<file path="src/rtl/updi_pkg.sv">
// updi_pkg: shared state and status encodings for the UPDI receive path
package updi_pkg;
  typedef enum logic [2:0] {
    ST_IDLE, ST_ISSUE, ST_WAIT, ST_RECOVER, ST_RESPOND
  } updi_rx_ctrl_state;
  typedef enum logic [2:0] {
    RX_OK      = 3'd0,
    RX_NACK    = 3'd1,
    RX_TIMEOUT = 3'd2,
    RX_ABORTED = 3'd3,
    RX_BAD_LEN = 3'd4
  } updi_rx_status;
endpackage

</file>
<file path="src/rtl/updi_rx_controller.sv">
// updi_rx_controller: sequences updi_input_handler per command and returns one status each
module updi_rx_controller
  import updi_pkg::*;
#(
  parameter int BITS_N    = 6,
  parameter int TIMEOUT_W = 16
) (
  input  logic                 clk,
  input  logic                 rst_n,
  input  logic                 cmd_valid,
  output logic                 cmd_ready,
  input  logic                 cmd_ack,
  input  logic [BITS_N-1:0]    cmd_n_bytes,
  input  logic [TIMEOUT_W-1:0] timeout_cycles,
  input  logic                 abort,
  output logic                 resp_valid,
  input  logic                 resp_ready,
  output logic [2:0]           resp_status,
  output logic                 hdlr_rst,
  output logic                 hdlr_wait_ack,
  output logic                 hdlr_start,
  output logic [BITS_N-1:0]    hdlr_n_bytes,
  input  logic                 hdlr_ready,
  input  logic                 hdlr_done,
  input  logic                 hdlr_ack_received,
  input  logic                 hdlr_ack_error
);
  updi_rx_ctrl_state state_q, state_d;
  updi_rx_status     status_q, status_d;
  logic                 ack_q, ack_d;
  logic [BITS_N-1:0]    n_q, n_d;
  logic [TIMEOUT_W-1:0] cnt_q, cnt_d;
  logic [TIMEOUT_W:0]   cnt_inc;
  logic                 busy, expired, complete;
  assign busy     = state_q == ST_ISSUE || state_q == ST_WAIT;
  assign cnt_inc  = {1'b0, cnt_q} + (TIMEOUT_W+1)'(1);
  assign expired  = timeout_cycles != '0 && cnt_inc >= {1'b0, timeout_cycles};
  // an ACK-mode handler dropping back to ready without an ACK counts as completion (NACK)
  assign complete = state_q == ST_WAIT &&
                    (ack_q ? (hdlr_ack_received || hdlr_ack_error || hdlr_ready) : hdlr_done);
  always_comb begin
    state_d       = state_q;
    status_d      = status_q;
    ack_d         = ack_q;
    n_d           = n_q;
    cnt_d         = busy ? cnt_inc[TIMEOUT_W-1:0] : cnt_q;
    hdlr_start    = 1'b0;
    hdlr_wait_ack = 1'b0;
    unique case (state_q)
      ST_IDLE: if (cmd_valid) begin
        ack_d    = cmd_ack;
        n_d      = cmd_n_bytes;
        cnt_d    = '0;
        status_d = RX_BAD_LEN;
        state_d  = (!cmd_ack && cmd_n_bytes == '0) ? ST_RESPOND : ST_ISSUE;
      end
      ST_ISSUE, ST_WAIT: begin
        if (complete) begin
          state_d  = ST_RESPOND;
          status_d = (!ack_q || hdlr_ack_received) ? RX_OK : RX_NACK;
        end else if (abort) begin
          state_d  = ST_RECOVER;
          status_d = RX_ABORTED;
        end else if (expired) begin
          state_d  = ST_RECOVER;
          status_d = RX_TIMEOUT;
        end else if (state_q == ST_ISSUE && hdlr_ready) begin
          state_d       = ST_WAIT;
          hdlr_start    = !ack_q;
          hdlr_wait_ack = ack_q;
        end
      end
      ST_RECOVER: state_d = ST_RESPOND;
      ST_RESPOND: state_d = resp_ready ? ST_IDLE : ST_RESPOND;
      default:    state_d = ST_IDLE;
    endcase
  end
  always_ff @(posedge clk or negedge rst_n) begin
    if (!rst_n) begin
      state_q  <= ST_IDLE;
      status_q <= RX_OK;
      ack_q    <= 1'b0;
      n_q      <= '0;
      cnt_q    <= '0;
    end else begin
      state_q  <= state_d;
      status_q <= status_d;
      ack_q    <= ack_d;
      n_q      <= n_d;
      cnt_q    <= cnt_d;
    end
  end
  // reset also holds the handler in reset and blocks new commands
  assign cmd_ready    = rst_n && state_q == ST_IDLE;
  assign resp_valid   = state_q == ST_RESPOND;
  assign resp_status  = resp_valid ? status_q : RX_OK;
  assign hdlr_rst     = !rst_n || state_q == ST_RECOVER;
  assign hdlr_n_bytes = n_q;
endmodule
</file>
<file path="config.mk">
export PLATFORM = sky130hd
export DESIGN_NAME = updi_rx_controller
export DESIGN_NICKNAME = d
export VERILOG_FILES = /design/src/rtl/updi_pkg.sv /design/src/rtl/updi_rx_controller.sv
export SDC_FILE = /design/constraint.sdc
export NUM_CORES = 1
export LEC_CHECK = 0
export BUFFER_PORTS_ARGS = -buffer_cell sky130_fd_sc_hd__buf_4
export CORE_ASPECT_RATIO = 1.5
export CORE_MARGIN = 3
export CORE_UTILIZATION = 52
export DETAILED_ROUTE_END_ITERATION = 10
export PLACE_DENSITY = 0.86
export RECOVER_POWER = 50
export SKIP_LAST_GASP = 1
export SYNTH_ARGS = -nofsm -noshare
export SYNTH_HDL_FRONTEND = slang
export SYNTH_SLANG_ARGS = --single-unit
export TNS_END_PERCENT = 1
</file>
<file path="constraint.sdc">
create_clock -name clk -period 8.7 [get_ports clk]
set_clock_uncertainty 0.05 [all_clocks]
set_input_delay 1.305 -clock clk [delete_from_list [all_inputs] [get_ports clk]]
set_output_delay 1.305 -clock clk [all_outputs]
set_load 0.03 [all_outputs]
</file>
# [Yosys cells after proc, flatten, opt, wreduce, memory -nomap -nowiden]
# Index checks and enable logic that the tools add are counted.
[word_totals] elab_cells=64 latch_bits=0 mem_bits_rw=0 input_bits=32 mem_count=0 mem_bits_ro=0 out_inout_bits=14 ff_bits=29
[op_classes] n_reduce_logical=21 n_bitwise=0 shifts=0 magnitude_cmp=1 eq_ne=7 div_mod_pow=0 n_mux=29 n_addsub=1 n_mul=0
[op_table] operator="two-way mux 16 bit" n=3
[op_table] operator="two-way mux 3 bit" n=12
[op_table] operator="adder 16 x 1 -> 17 bit (second input constant)" n=1
[op_table] operator=">= comparator 17 x 16 -> 1 bit" n=1
[op_table] operator="nonzero test 16 bit" n=1
[op_table] operator="two-way mux 1 bit" n=12
[op_table] operator="case mux 3 bit (4 select lines)" n=1
[op_table] operator="== test 3 x 2 -> 1 bit (second input constant)" n=2
[op_table] operator="zero test 6 bit" n=1
[op_table] operator="case mux 3 bit (2 select lines)" n=1
[op_table] operator="logical AND 1 bit" n=5
[op_table] operator="logical OR 1 bit" n=5
[op_table] operator="inequality test 5 bit (second input constant)" n=1
[op_table] operator="inequality test 4 bit (second input constant)" n=1
[op_table] operator="AND reduction 2 bit" n=2
[op_table] operator="== test 3 x 1 -> 1 bit (second input constant)" n=1
[op_table] operator="== test 3 bit (second input constant)" n=1
[op_table] operator="zero test 1 bit" n=3
[op_table] operator="zero test 3 bit" n=1
[op_table] operator="AND reduction 3 bit" n=1
[op_table] operator="inequality test 2 bit (second input constant)" n=1
[op_table] operator="nonzero test 2 bit" n=1
[op_table] operator="OR reduction 2 bit" n=1

# [Logic depth before layout (Yosys ltp)]
# Gate-level depths: netlist (run 1).
[logic_depth] word_depth=7 ltp_mapped=13 mapped_depth_nobuf=13

# [Worst setup path after synthesis (run 1)]
# No wires, ideal clock.
[synth_path] path_type="input to output" startpoint="input timeout_cycles[3]" endpoint="output hdlr_start" setup_slack_ps=3840 cell_stages=8 arrival_ps=3505 required_time_ps=7345 n_path_buf=0 cell_sequence="inv_1 > ha_1 > a21oi_1 > nand2_1 > a221oi_1 > o22ai_1 > o21ai_1 > nor4b_1"
[synth_via] elab_chain_cells=6
[synth_rtl] item="start: declaration" line="updi_rx_controller.sv:14" source="input logic [TIMEOUT_W-1:0] timeout_cycles,"
[synth_rtl] item=">= comparator 17 x 16 -> 1 bit or nonzero test 16 bit (tied branches)" line="updi_rx_controller.sv:37" source="assign expired = timeout_cycles != '0 && cnt_inc >= {1'b0, timeout_cycles};"
[synth_rtl] item="logical AND 1 bit (*)" line="updi_rx_controller.sv:37"
[synth_rtl] item="two-way mux 1 bit (*)" line="updi_rx_controller.sv:64" source="end else if (expired) begin"
[synth_rtl] item="two-way mux 1 bit (*)" line="updi_rx_controller.sv:61" source="end else if (abort) begin"
[synth_rtl] item="two-way mux 1 bit (*)" line="updi_rx_controller.sv:58" source="if (complete) begin"
[synth_rtl] item="two-way mux 1 bit (*)" line="updi_rx_controller.sv:49" source="unique case (state_q)"
[synth_rtl] item="end: declaration" line="updi_rx_controller.sv:21" source="output logic hdlr_start,"
# Mark *: on every way between the ends. The rest lies on a longest branch, timed or not.

# [Worst setup path after layout (run 1)]
[layout_path] startpoint="register cnt_q[0]" endpoint="output hdlr_wait_ack"
[layout_via] elab_chain_cells=7
[layout_rtl] item="start: declaration" line="updi_rx_controller.sv:32" source="logic [TIMEOUT_W-1:0] cnt_q, cnt_d;"
[layout_rtl] item="start signal: assignment" line="updi_rx_controller.sv:90" source="cnt_q <= cnt_d;"
[layout_rtl] item="adder 16 x 1 -> 17 bit" line="updi_rx_controller.sv:36" source="assign cnt_inc = {1'b0, cnt_q} + (TIMEOUT_W+1)'(1);"
[layout_rtl] item=">= comparator 17 x 16 -> 1 bit" line="updi_rx_controller.sv:37"
[layout_rtl] item="logical AND 1 bit" line="updi_rx_controller.sv:37"
[layout_rtl] item="two-way mux 1 bit" line="updi_rx_controller.sv:64"
[layout_rtl] item="two-way mux 1 bit" line="updi_rx_controller.sv:61"
[layout_rtl] item="two-way mux 1 bit" line="updi_rx_controller.sv:58"
[layout_rtl] item="two-way mux 1 bit" line="updi_rx_controller.sv:49"
[layout_rtl] item="end: declaration" line="updi_rx_controller.sv:20" source="output logic hdlr_wait_ack,"
# Every way passes these cells.

==> metrics.txt, run 1 <==
DRT antenna net count=0; Metal-1 WL=1969 um; # DRC=0; flops & latches, synth=29; Worst EP arrival=3550 ps; clock latency at the later pin of the worst-skew pair=280 ps; hold path start=hdlr_n_bytes[5]$_DFFE_PN0P_; ANT cells=0; Worst Hold Class=flop to flop; WP data required=7340 ps; CTS Hold Buffers Added=0; crit path from=cnt_q[0]$_DFF_PN0_; mapped cell area=2147 um^2; global-route wire length before repair=8549 um; CP Launch Type=flop; Slew Limit Fails=32; Total GRT Usage=0.2242; vias in the first global route=1,969; post-synthesis sequential area ratio=0.3380; Netlist cell types=40; Rows=28; failing checks=capacitance limit, slew limit; cell count after synthesis=254; CTS tree=yes; vias per cell=5.776; metal2 WL=2771 um; Tmin final=4909 ps; Mapped Avg Cell Area=8.453 um^2; crit path kind=flop to output pin; MaxCap Viol Count=1; WL final=5190 um; wire length on met3=259 um; Tcrit/Tclk final=0.5642; highest clock rate=203.7 MHz; Pre-Repair DR Iteration Count=4; DPL Wire Length=3947 um; CTS H-tree lvls=2; NumNets Final=346; routed vias=1,981; cells resized by post-CTS repair=0; number of synthesis warnings=0; 1st-iter DRT viols=75; Power Density=244.1 nW/um^2; # IOs=46; Die Span Y=84.70 um; largest net degree at the start of global routing=32; status=complete, but fails checks; top sig layer=met4; unrepaired setup endpoints after global routing=no; post-CTS setup repair buffer count=0; Worst-Margin Slew=1559 ps; Worst Path Max Fanout=5; synth-to-layout area growth=20.86%; Final Hold Fails=0; Clk pin slew, worst setup/hold paths=70 ps; number of buffers added on ports=45; number of enable flip-flop cells after synthesis=0; gpl congestion=0.9540; die width=58.47 um; # clock sinks=29; WL/cell=15.13 um; LEAKAGE=1.271 nW; Die ar.=4952 um^2; final setup violation count=0; Register-to-Register Setup Slack=5370 ps; final worst setup slack=3791 ps; grt ovf=0; layout cells sized above 1=0.1879; Net Count, Synth=303; Post-synth top flop=dfrtp_1; antenna violations before repair=0; setup_tns=0 ps; CTS max path bufs=2; CTS buffer count=5; VDD IR max=0.0001989 V; Setup WS pre-CTS=4037 ps; Critical Path Sink Type=output pin; Slew HR=-0.03952; ys async rst share=1.000; R2R Path Start=cnt_q[0]$_DFF_PN0_; Core Region=3959 um^2; Initial Util=0.5424; Clock Tree Root=clkbuf_8
[synth_stat cells, drive strengths merged (2+ instances only)]
library cell  count  area, um^2
dfrtp            29       725.7
nand3             9       45.04
nand2b            4       32.53
and2              7       43.79
inv              21       78.83
a21o              2       15.01
buf               5       25.02
nand2            22       82.58
nor3              9       55.05
or3               2       12.51
nor4b             2       17.52
nor4              5       31.28
o22ai             3       18.77
clkbuf            4       15.01
nand4             6       37.54
o21ai             7       35.03
o21bai            2       15.01
nor2             33       123.9
a21oi            12       60.06
nor3b             2       15.01
xnor2            13       113.9
ha               17       212.7
xor2             16       140.1
a211o             2       17.52
a211oi            2       15.01
mux2              6       67.56
a22oi             2       15.01
or2               2       12.52
[flip-flops by register name (all words and copies together), names as in the netlist]
| register | flops |
|---|---|
| ack_q | 1 |
| state_q | 3 |
| status_q | 3 |
| hdlr_n_bytes | 6 |
| cnt_q | 16 |
[where the power goes]
part / switching, mW / internal (mW)
sequential: 0.0446 / 0.171
clock: 0.0515 / 0.0930
combinational: 0.166 / 0.108
[placed cells by master, fill, tap and decap left out, types with 2 or more instances in the layout]
master,netlist,final
nor3_2,2,2
nand2b_1,3,3
ha_1,17,17
o21ai_0,6,6
and2_1,7,7
a211oi_1,2,2
a22oi_1,2,2
dfrtp_1,29,29
nand2_1,22,22
nor2_1,33,33
nor3b_1,2,2
or3_1,2,2
clkbuf_1,4,7
buf_4,0,37
xor2_1,16,16
xnor2_1,13,13
nand3_1,9,9
o22ai_1,3,3
mux2_2,6,6
nand4_1,6,6
o21bai_1,2,2
a211o_1,2,2
inv_1,21,21
a21oi_1,12,12
nor4b_1,2,2
nor3_1,7,7
clkbuf_8,0,6
a21o_1,2,2
nor4_1,5,5
[final timing paths]
check | to | depth (start not counted)
max | hdlr_wait_ack | 13
min | hdlr_n_bytes[5]$_DFFE_PN0P_ | 1
max reg2reg | state_q[0]$_DFFE_PN0P_ | 13
max in group asynchronous | hdlr_n_bytes[0]$_DFFE_PN0P_ | 1
min reg2reg | hdlr_n_bytes[5]$_DFFE_PN0P_ | 1
min in group asynchronous | cnt_q[14]$_DFF_PN0_ | 1
[worst max-delay path, cell delays in order, from the launching register on]
cell,delay (ps)
dfrtp_1,410
ha_1,220
nand3_1,180
nor2_1,250
nand3_1,180
nor2_1,160
xor2_1,170
ha_1,270
a21o_1,180
a21oi_1,210
nand3_1,110
o21ai_1,320
nor4b_1,370
buf_4,230
[cell families (layout without fill, tap and decap cells)]
group	Yosys count	in the layout	share of synthesized area
AND/OR/NAND/NOR	106	106	0.2483
adder cells (fa/ha/maj)	17	17	0.09907
multiplexers	6	6	0.03147
buffers and inverters	30	74	0.05536
flip-flops	29	29	0.3380
XOR/XNOR	29	29	0.1183
AO/OA/AOI/OAI	37	37	0.1096
[final cells by class]
| type | count | area (um^2) |
|---|---|---|
| inverters | 21 | 78.83 |
| clock buffers | 6 | 82.58 |
| well taps | 45 | 56.30 |
| repair buffers | 45 | 311.5 |
| flip-flops and latches | 29 | 725.7 |
| clock inverters | 2 | 37.54 |
| fillers | 325 | 1364 |
| multi-input cells | 195 | 1303 |
[routing by layer]
metal / track usage / vias up
met5: 0 / -
li1: - / 955
met4: 0.1139 / 0
met1: 0.2346 / 930
met3: 0.04000 / 22
met2: 0.4090 / 74
[metrics by stage]
step / area, um^2 / hold slack [ps] / cells / total power [mW] / util
2_1_floorplan: 2147 / 427.5 / 254 / 0.4096 / -
4_1_cts: 2621 / 463.0 / 343 / 0.6488 / 0.6621
3_5_place_dp: 2501 / 448.3 / 335 / 0.4967 / 0.6318
6_report: 2595 / 455.9 / 343 / 0.6333 / 0.6555
3_3_place_gp: 2501 / 441.7 / 335 / 0.4885 / 0.6318
5_1_grt: 2595 / 486.5 / 343 / 0.6739 / 0.6555
Note: power is estimated with default switching activity, not from simulation.
==> run 2, diff against run 1 <==
--- a/config.mk
+++ b/config.mk
@@ -5,10 +5,11 @@
 export SDC_FILE = /design/constraint.sdc
 export NUM_CORES = 1
 export LEC_CHECK = 0
+export ABC_AREA = 1
 export BUFFER_PORTS_ARGS = -buffer_cell sky130_fd_sc_hd__buf_4
 export CORE_ASPECT_RATIO = 1.5
 export CORE_MARGIN = 3
-export CORE_UTILIZATION = 52
+export CORE_UTILIZATION = 50
 export DETAILED_ROUTE_END_ITERATION = 10
 export PLACE_DENSITY = 0.86
 export RECOVER_POWER = 50
==> constraint.sdc (replaced) <==
create_clock -name clk -period 4.5 [get_ports clk]
set_clock_uncertainty 0.05 [all_clocks]
set_input_delay 0.675 -clock clk [delete_from_list [all_inputs] [get_ports clk]]
set_output_delay 0.675 -clock clk [all_outputs]
set_load 0.03 [all_outputs]
==> run 2 against run 1 <==
The flow still finishes with violations (capacitance limit, slew limit); non-clock buffer count up 1; sequential share of layout area is 1.2 points lower; hold slack worse by 31 ps; synthesized area rose by 5.6%; total power rose to 2.8 times the previous value; die area rose by 8.9%; synthesized cell count is 22% higher; combinational power grew to 3.9 times the previous value; clock power is 37% higher; clock-buffer cell count down 1; critical path depth grew 8; critical path type unchanged.
==> metrics.txt, run 2 <==
# IOs=46 (unchanged); Net Count, Synth=359 (was 303); post-CTS setup repair buffer count=0 (unchanged); largest net degree at the start of global routing=32 (unchanged); hold path depth=2 (was 1); Core Region=4318 um^2 (was 3959 um^2); CTS Hold Buffers Added=0 (unchanged); ANT cells=0 (unchanged); VDD IR max=0.0004271 V (was 0.0001989 V); most numerous cell in the Yosys netlist=nand2_1 (was nor2_1); routed vias=2,046 (was 1,981); Pre-Repair DR Iteration Count=4 (unchanged); vias in the first global route=1,956 (was 1,969); Tmin final=3874 ps; vias per cell=5.052 (was 5.776); 1st-iter DRT viols=50 (was 75); max reg flops=16 (unchanged); # fillers=384 (was 325); CTS max path bufs=2 (unchanged); cells resized by post-CTS repair=0 (unchanged); MaxCap Viol Count=1 (unchanged); Rows=29 (was 28); Die Span Y=88.47 um (was 84.70 um); NumNets Final=407 (was 346); status=complete, but fails checks (unchanged); crit path kind=flop to output pin (unchanged); gpl congestion=0.8765 (was 0.9540); grt ovf=0 (unchanged); Power Density=653.6 nW/um^2 (was 244.1 nW/um^2); Setup WS pre-CTS=887.4 ps (was 4037 ps); Worst-Margin Slew=1521 ps (was 1559 ps); antenna violations before repair=0 (unchanged); setup_tns=0 ps (unchanged); failing checks=capacitance limit, slew limit (unchanged); Tcrit/Tclk final=0.8608; synth-to-layout area growth=19.37% (was 20.86%); commonest non-fill, non-tap cell in the layout=nand2_1 (was buf_4); final worst setup slack=626.3 ps (was 3791 ps); DPL Wire Length=3954 um (was 3947 um); clock latency at the later pin of the worst-skew pair=270 ps (was 280 ps); Largest Register=cnt_q (unchanged); Initial Util=0.5251 (was 0.5424); Total GRT Usage=0.1888 (was 0.2242); Worst Path Max Fanout=5 (unchanged); number of enable flip-flop cells after synthesis=0 (unchanged); post-synthesis sequential area ratio=0.3201 (was 0.3380); unrepaired setup endpoints after global routing=no (unchanged); most frequent cells in the layout=nand2_1 (64), inv_1 (58), buf_4 (39) (was buf_4 (37), nor2_1 (33), dfrtp_1 (29)); WP data required=3770 ps (was 7340 ps); # clock sinks=29 (unchanged); Clock Tree Root=clkbuf_8 (unchanged); DRT antenna net count=0 (unchanged); Yosys top cell by area=dfrtp_1 (unchanged); R2R depth=23 (was 13); Slew Limit Fails=32 (unchanged); highest clock rate=258.2 MHz; final core utilization=0.6268 (was 0.6555); CTS H-tree lvls=2 (unchanged); Die ar.=5395 um^2 (was 4952 um^2); Worst Hold Class=flop to flop (unchanged); Clk pin slew, worst setup/hold paths=60 ps (was 70 ps); CP Launch Type=flop (unchanged); Critical Path Sink Type=output pin (unchanged); CTS tree=yes (unchanged); mapped cell area=2267 um^2 (was 2147 um^2); Netlist cell types=35 (was 40); WL/cell=11.52 um (was 15.13 um); ys async rst share=1.000 (unchanged); layout cells sized above 1=0.2201 (was 0.1879); Post-synth top flop=dfrtp_1 (unchanged); Yosys top cell area share=0.3201 (was 0.3380); Slew HR=-0.01411 (was -0.03952); Final Hold Fails=0 (unchanged); # DRC=0 (unchanged); number of synthesis warnings=0 (unchanged); die width=60.98 um (was 58.47 um); Worst EP arrival=3150 ps (was 3550 ps); CTS buffer count=5 (unchanged); final setup violation count=0 (unchanged); top cells by count, synth=nand2_1 (64), inv_1 (58), nor2_1 (31) (was nor2_1 (33), dfrtp_1 (29), nand2_1 (22)); flops & latches, synth=29 (unchanged); top cells by area, synth=dfrtp_1 (32%), nand2_1 (11%), inv_1 (9.6%) (was dfrtp_1 (34%), ha_1 (9.9%), xor2_1 (6.5%)); Mapped Avg Cell Area=7.313 um^2 (was 8.453 um^2); LEAKAGE=1.499 nW (was 1.271 nW); number of buffers added on ports=45 (unchanged); cell count after synthesis=310 (was 254); global-route wire length before repair=7866 um (was 8549 um); WL final=4665 um (was 5190 um)
## run 2: cell types whose count changed after synthesis, sizes merged, moves of 3 or more
cell / previous run / this run
and2: 7 / 0
nand2b: 4 / 0
mux2: 6 / 0
inv: 21 / 66
nand3: 9 / 12
o21ai: 7 / 21
o22ai: 3 / 0
nor3: 9 / 4
xor2: 16 / 9
buf: 5 / 2
a21oi: 12 / 19
nor2: 33 / 38
nand2: 22 / 72
xnor2: 13 / 0
## run 2: path summary, 6_finish.rpt
kind,start,to,slack (ps)
min in group asynchronous,rst_n,hdlr_n_bytes[1]$_DFFE_PN0P_,710
setup reg to reg,cnt_q[0]$_DFF_PN0_,state_q[0]$_DFFE_PN0P_,1540
setup / recovery,cnt_q[0]$_DFF_PN0_,hdlr_start,630
hold reg to reg,hdlr_n_bytes[1]$_DFFE_PN0P_,hdlr_n_bytes[1]$_DFFE_PN0P_,420
hold / removal,hdlr_n_bytes[1]$_DFFE_PN0P_,hdlr_n_bytes[1]$_DFFE_PN0P_,420
max in group asynchronous,rst_n,state_q[2]$_DFFE_PN0P_,2800
## run 2: cells by family (layout without fill, tap and decap cells)
logic type	count (synthesis)	in the layout	share of synthesized area
buffers and inverters	71	120	0.1187
XOR/XNOR	9	9	0.03808
AND/OR/NAND/NOR	139	139	0.3201
flip-flops	29	29	0.3201
adder cells (fa/ha/maj)	17	17	0.09382
AO/OA/AOI/OAI	45	45	0.1093
## run 2: critical path: stages, from the launching register on
cell	delay, ps
dfrtp_1	400
ha_1	220
nand2_2	80
nor2_4	120
nand2_2	90
nor2_4	130
inv_2	70
nor4_4	170
nand3_1	120
xor2_1	180
inv_1	60
ha_1	290
nand2_1	90
inv_1	40
nand3_1	70
nand3_1	60
nor2_1	90
nand2_1	70
nand2_2	120
nand4_1	120
nor2_1	120
buf_4	170
## run 2: cell type report
class / instances / area [um^2] / share of cell area
multi-input combinational: 210 / 1270 / 0.4693
sequential: 29 / 725.7 / 0.2681
timing repair buffer: 46 / 319.1 / 0.1179
inverter: 66 / 247.7 / 0.09154
clock buffer: 5 / 68.82 / 0.02543
tap: 46 / 57.56 / 0.02127
clock inverter: 3 / 17.52 / 0.006472
## run 2: per-layer routing
metal	track usage	wire, um	vias to the layer above
met3	0.02628	137	11
met1	0.2094	1887	915
met2	0.3496	2560	44
met5	0	0	-
li1	-	-	1076
met4	0.07495	80	0
## run 2: power breakdown
part	switching (mW)	internal, mW
Clock	0.0930	0.106
Combinational	0.689	0.369
Sequential	0.112	0.399
Total	0.894	0.875
## run 2: metrics by stage
| stage | hold WS [ps] | power (mW) | cells | instance area, um^2 |
|---|---|---|---|---|
| finish | 424.6 | 1.769 | 405 | 2706 |
| global route | 446.3 | 1.966 | 405 | 2706 |
| CTS | 273.0 | 1.812 | 405 | 2735 |
| detailed placement | 413.1 | 1.607 | 397 | 2649 |
| global placement | 408.1 | 1.563 | 397 | 2649 |
| floorplan | 329.4 | 1.326 | 310 | 2267 |
==> run 3, diff against run 2 <==
--- a/config.mk
+++ b/config.mk
@@ -9,9 +9,10 @@
 export BUFFER_PORTS_ARGS = -buffer_cell sky130_fd_sc_hd__buf_4
 export CORE_ASPECT_RATIO = 1.5
 export CORE_MARGIN = 3
-export CORE_UTILIZATION = 50
+export CORE_UTILIZATION = 52
+export CTS_BUF_LIST = sky130_fd_sc_hd__clkbuf_2 sky130_fd_sc_hd__clkbuf_4 sky130_fd_sc_hd__clkbuf_8
 export DETAILED_ROUTE_END_ITERATION = 10
-export PLACE_DENSITY = 0.86
+export PLACE_DENSITY = 0.88
 export RECOVER_POWER = 50
 export SKIP_LAST_GASP = 1
 export SYNTH_ARGS = -nofsm -noshare
==> run 3 against run 2 <==
Cell count is 0.25% lower; combinational power hardly changed; sequential power is 1% higher; global-route usage is 2.0 points higher; largest cell class unchanged; clock-buffer cell count is 2 higher; first-iteration DRC count is 10% lower; maximum frequency is 0.18% lower; register-to-register slack worse by 40 ps; sequential share of layout area is 0.14 points lower; the run still ends with capacitance limit, slew limit left; total power is 2.4% higher; wire length is 3.1% higher.
==> metrics.txt, run 3 (synthesized netlist as in run 2, its figures left out) <==
VDD IR max=0.0005489 V (was 0.0004271 V); met2 usage=0.3760 (was 0.3496); Rows=28 (was 29); # clock sinks=29 (unchanged); fin cells=404 (was 405); Tcrit/Tclk final=0.8624 (was 0.8608); largest net degree at the start of global routing=32 (unchanged); met1 usage=0.2246 (was 0.2094); clock latency at the later pin of the worst-skew pair=270 ps (about the same); Worst Path Max Fanout=5 (unchanged); clock group share of total power=0.127 (was 0.113); synth-to-layout area growth=19.98% (was 19.37%); Total GRT Usage=0.2086 (was 0.1888); Clock Tree Root=clkbuf_8 (unchanged); # IOs=46 (unchanged); most frequent cells in the layout=nand2_1 (64), inv_1 (58), buf_4 (39) (unchanged); vias per cell=5.116 (was 5.052); CTS buffer count=5 (unchanged); cells resized by post-CTS repair=0 (unchanged); Most Used Layer, Global Route=met2 (unchanged); Comb pwr share=0.588 (was 0.599); LEAKAGE=1.509 nW (was 1.499 nW); Core Region=4064 um^2 (was 4318 um^2); Setup WS pre-CTS=894.3 ps (was 887.4 ps); Slew HR=-0.02521 (was -0.01411); WL final=4810 um (was 4665 um); Power Density=665.9 nW/um^2 (was 653.6 nW/um^2); WL/cell=11.91 um (was 11.52 um); layout cells sized above 1=0.2201 (unchanged); Largest Register=cnt_q (unchanged); Worst Hold Class=flop to flop (unchanged); failing checks=capacitance limit, slew limit (unchanged); CTS Hold Buffers Added=0 (unchanged); Net Sw Frac=0.4991 (was 0.5055); Slowest cell on crit path=dfrtp_1 (unchanged); grt ovf=0 (unchanged); 1st-iter DRT viols=45 (was 50); vias in the first global route=2,005 (was 1,956); MaxCap Viol Count=1 (unchanged); Final Hold Fails=0 (unchanged); antenna violations before repair=0 (unchanged); unrepaired setup endpoints after global routing=no (unchanged); number of buffers added on ports=45 (unchanged); Critical Path Sink Type=output pin (unchanged); ANT cells=0 (unchanged); die width=59.92 um (was 60.98 um); crit path kind=flop to output pin (unchanged); DRT antenna net count=0 (unchanged); DPL Wire Length=3955 um (was 3954 um); final setup violation count=0 (unchanged); Sw Pwr=0.9039 mW (was 0.8941 mW); CTS tree=yes (unchanged); global-route wire length before repair=8335 um (was 7866 um); Critical Path Max Stage Delay=400 ps (about the same); critical-path cell list=ha_1 > nand2_2 > nor2_4 > nand2_2 > nor2_4 > inv_2 > nor4_4 > nand3_1 > xor2_1 > inv_1 > ha_1 > nand2_1 > inv_1 > nand3_1 > nand3_1 > nor2_1 > nand2_1 > nand2_2 > nand4_1 > nor2_1 > buf_4 (unchanged); Sequential Power Share=0.285 (was 0.289); M3 GR Usage=0.03264 (was 0.02628); setup_tns=0 ps (unchanged); Register-to-Register Setup Slack=1500 ps (was 1540 ps); CP Launch Type=flop (unchanged); Clk pin slew, worst setup/hold paths=60 ps (about the same); CTS H-tree lvls=2 (unchanged); post-CTS setup repair buffer count=0 (unchanged); gpl congestion=0.8363 (was 0.8765); Tmin final=3881 ps (was 3874 ps); max reg flops=16 (unchanged); routed vias=2,067 (was 2,046); Worst EP arrival=3160 ps (was 3150 ps); Cells after DPL=396 (was 397); NumNets Final=407 (unchanged); WP data required=3770 ps (about the same); highest clock rate=257.7 MHz (was 258.2 MHz); Pre-Repair DR Iteration Count=4 (unchanged); status=complete, but fails checks (unchanged); # DRC=0 (unchanged); commonest non-fill, non-tap cell in the layout=nand2_1 (unchanged); total internal power=0.9073 mW (was 0.8747 mW); Die Span Y=86.87 um (was 88.47 um); Die ar.=5205 um^2 (was 5395 um^2); final worst setup slack=619.4 ps (was 626.3 ps); CTS max path bufs=2 (unchanged); Design Power=1.811 mW (was 1.769 mW); Slew Limit Fails=32 (unchanged); Initial Util=0.5579 (was 0.5251); Worst-Margin Slew=1538 ps (was 1521 ps)
==> run 3: path summary, 6_finish.rpt <==
| kind | to | start | cells past startpoint |
|---|---|---|---|
| min in group asynchronous | hdlr_n_bytes[3]$_DFFE_PN0P_ | rst_n | 1 |
| worst min register to register | hdlr_n_bytes[3]$_DFFE_PN0P_ | hdlr_n_bytes[3]$_DFFE_PN0P_ | 2 |
| worst max-delay path | hdlr_wait_ack | cnt_q[0]$_DFF_PN0_ | 21 |
| worst min-delay path | hdlr_n_bytes[3]$_DFFE_PN0P_ | hdlr_n_bytes[3]$_DFFE_PN0P_ | 2 |
| max in group asynchronous | state_q[2]$_DFFE_PN0P_ | rst_n | 1 |
| worst max register to register | state_q[0]$_DFFE_PN0P_ | cnt_q[0]$_DFF_PN0_ | 23 |
==> run 3: area by class of cell <==
class	instances	area [um^2]
Inverter	66	247.7
Timing Repair Buffer	46	319.1
Tap cell	45	56.30
Fill cell	363	1344
Multi-Input combinational cell	210	1270
Clock inverter	1	5.005
Clock buffer	7	96.34
Sequential cell	29	725.7
==> run 3: routing by layer <==
layer  up-vias  wire length, um
met4         0              170
met5         -                0
met1       931             1930
met2        44             2535
met3        12              173
li1       1080                -
==> run 3: power by group through the flow <==
stage	sequential [mW]	combinational, mW	clock [mW]
after CTS	0.515	1.10	0.236
final	0.516	1.07	0.229
after global placement	0.512	1.05	0
after detailed placement	0.516	1.09	0
after floorplan	0.547	0.779	0
after global routing	0.533	1.22	0.247
==> run 3: through the flow <==
step                cell area, um^2  hold WS (ps)    util
floorplan                      2267         329.4       -
global placement               2648         405.1  0.6515
detailed placement             2648         408.2  0.6515
CTS                            2749         268.9  0.6764
global route                   2720         449.1  0.6693
finish                         2720         420.9  0.6693
==> run 3: worst max-delay path: cells and delay by family (launching register included) <==
| kind | cells | cell delay, ps |
|---|---|---|
| AND/OR/NAND/NOR | 14 | 1460 |
| adder cells (fa/ha/maj) | 2 | 500 |
| flip-flops | 1 | 400 |
| buffers and inverters | 4 | 320 |
| XOR/XNOR | 1 | 190 |
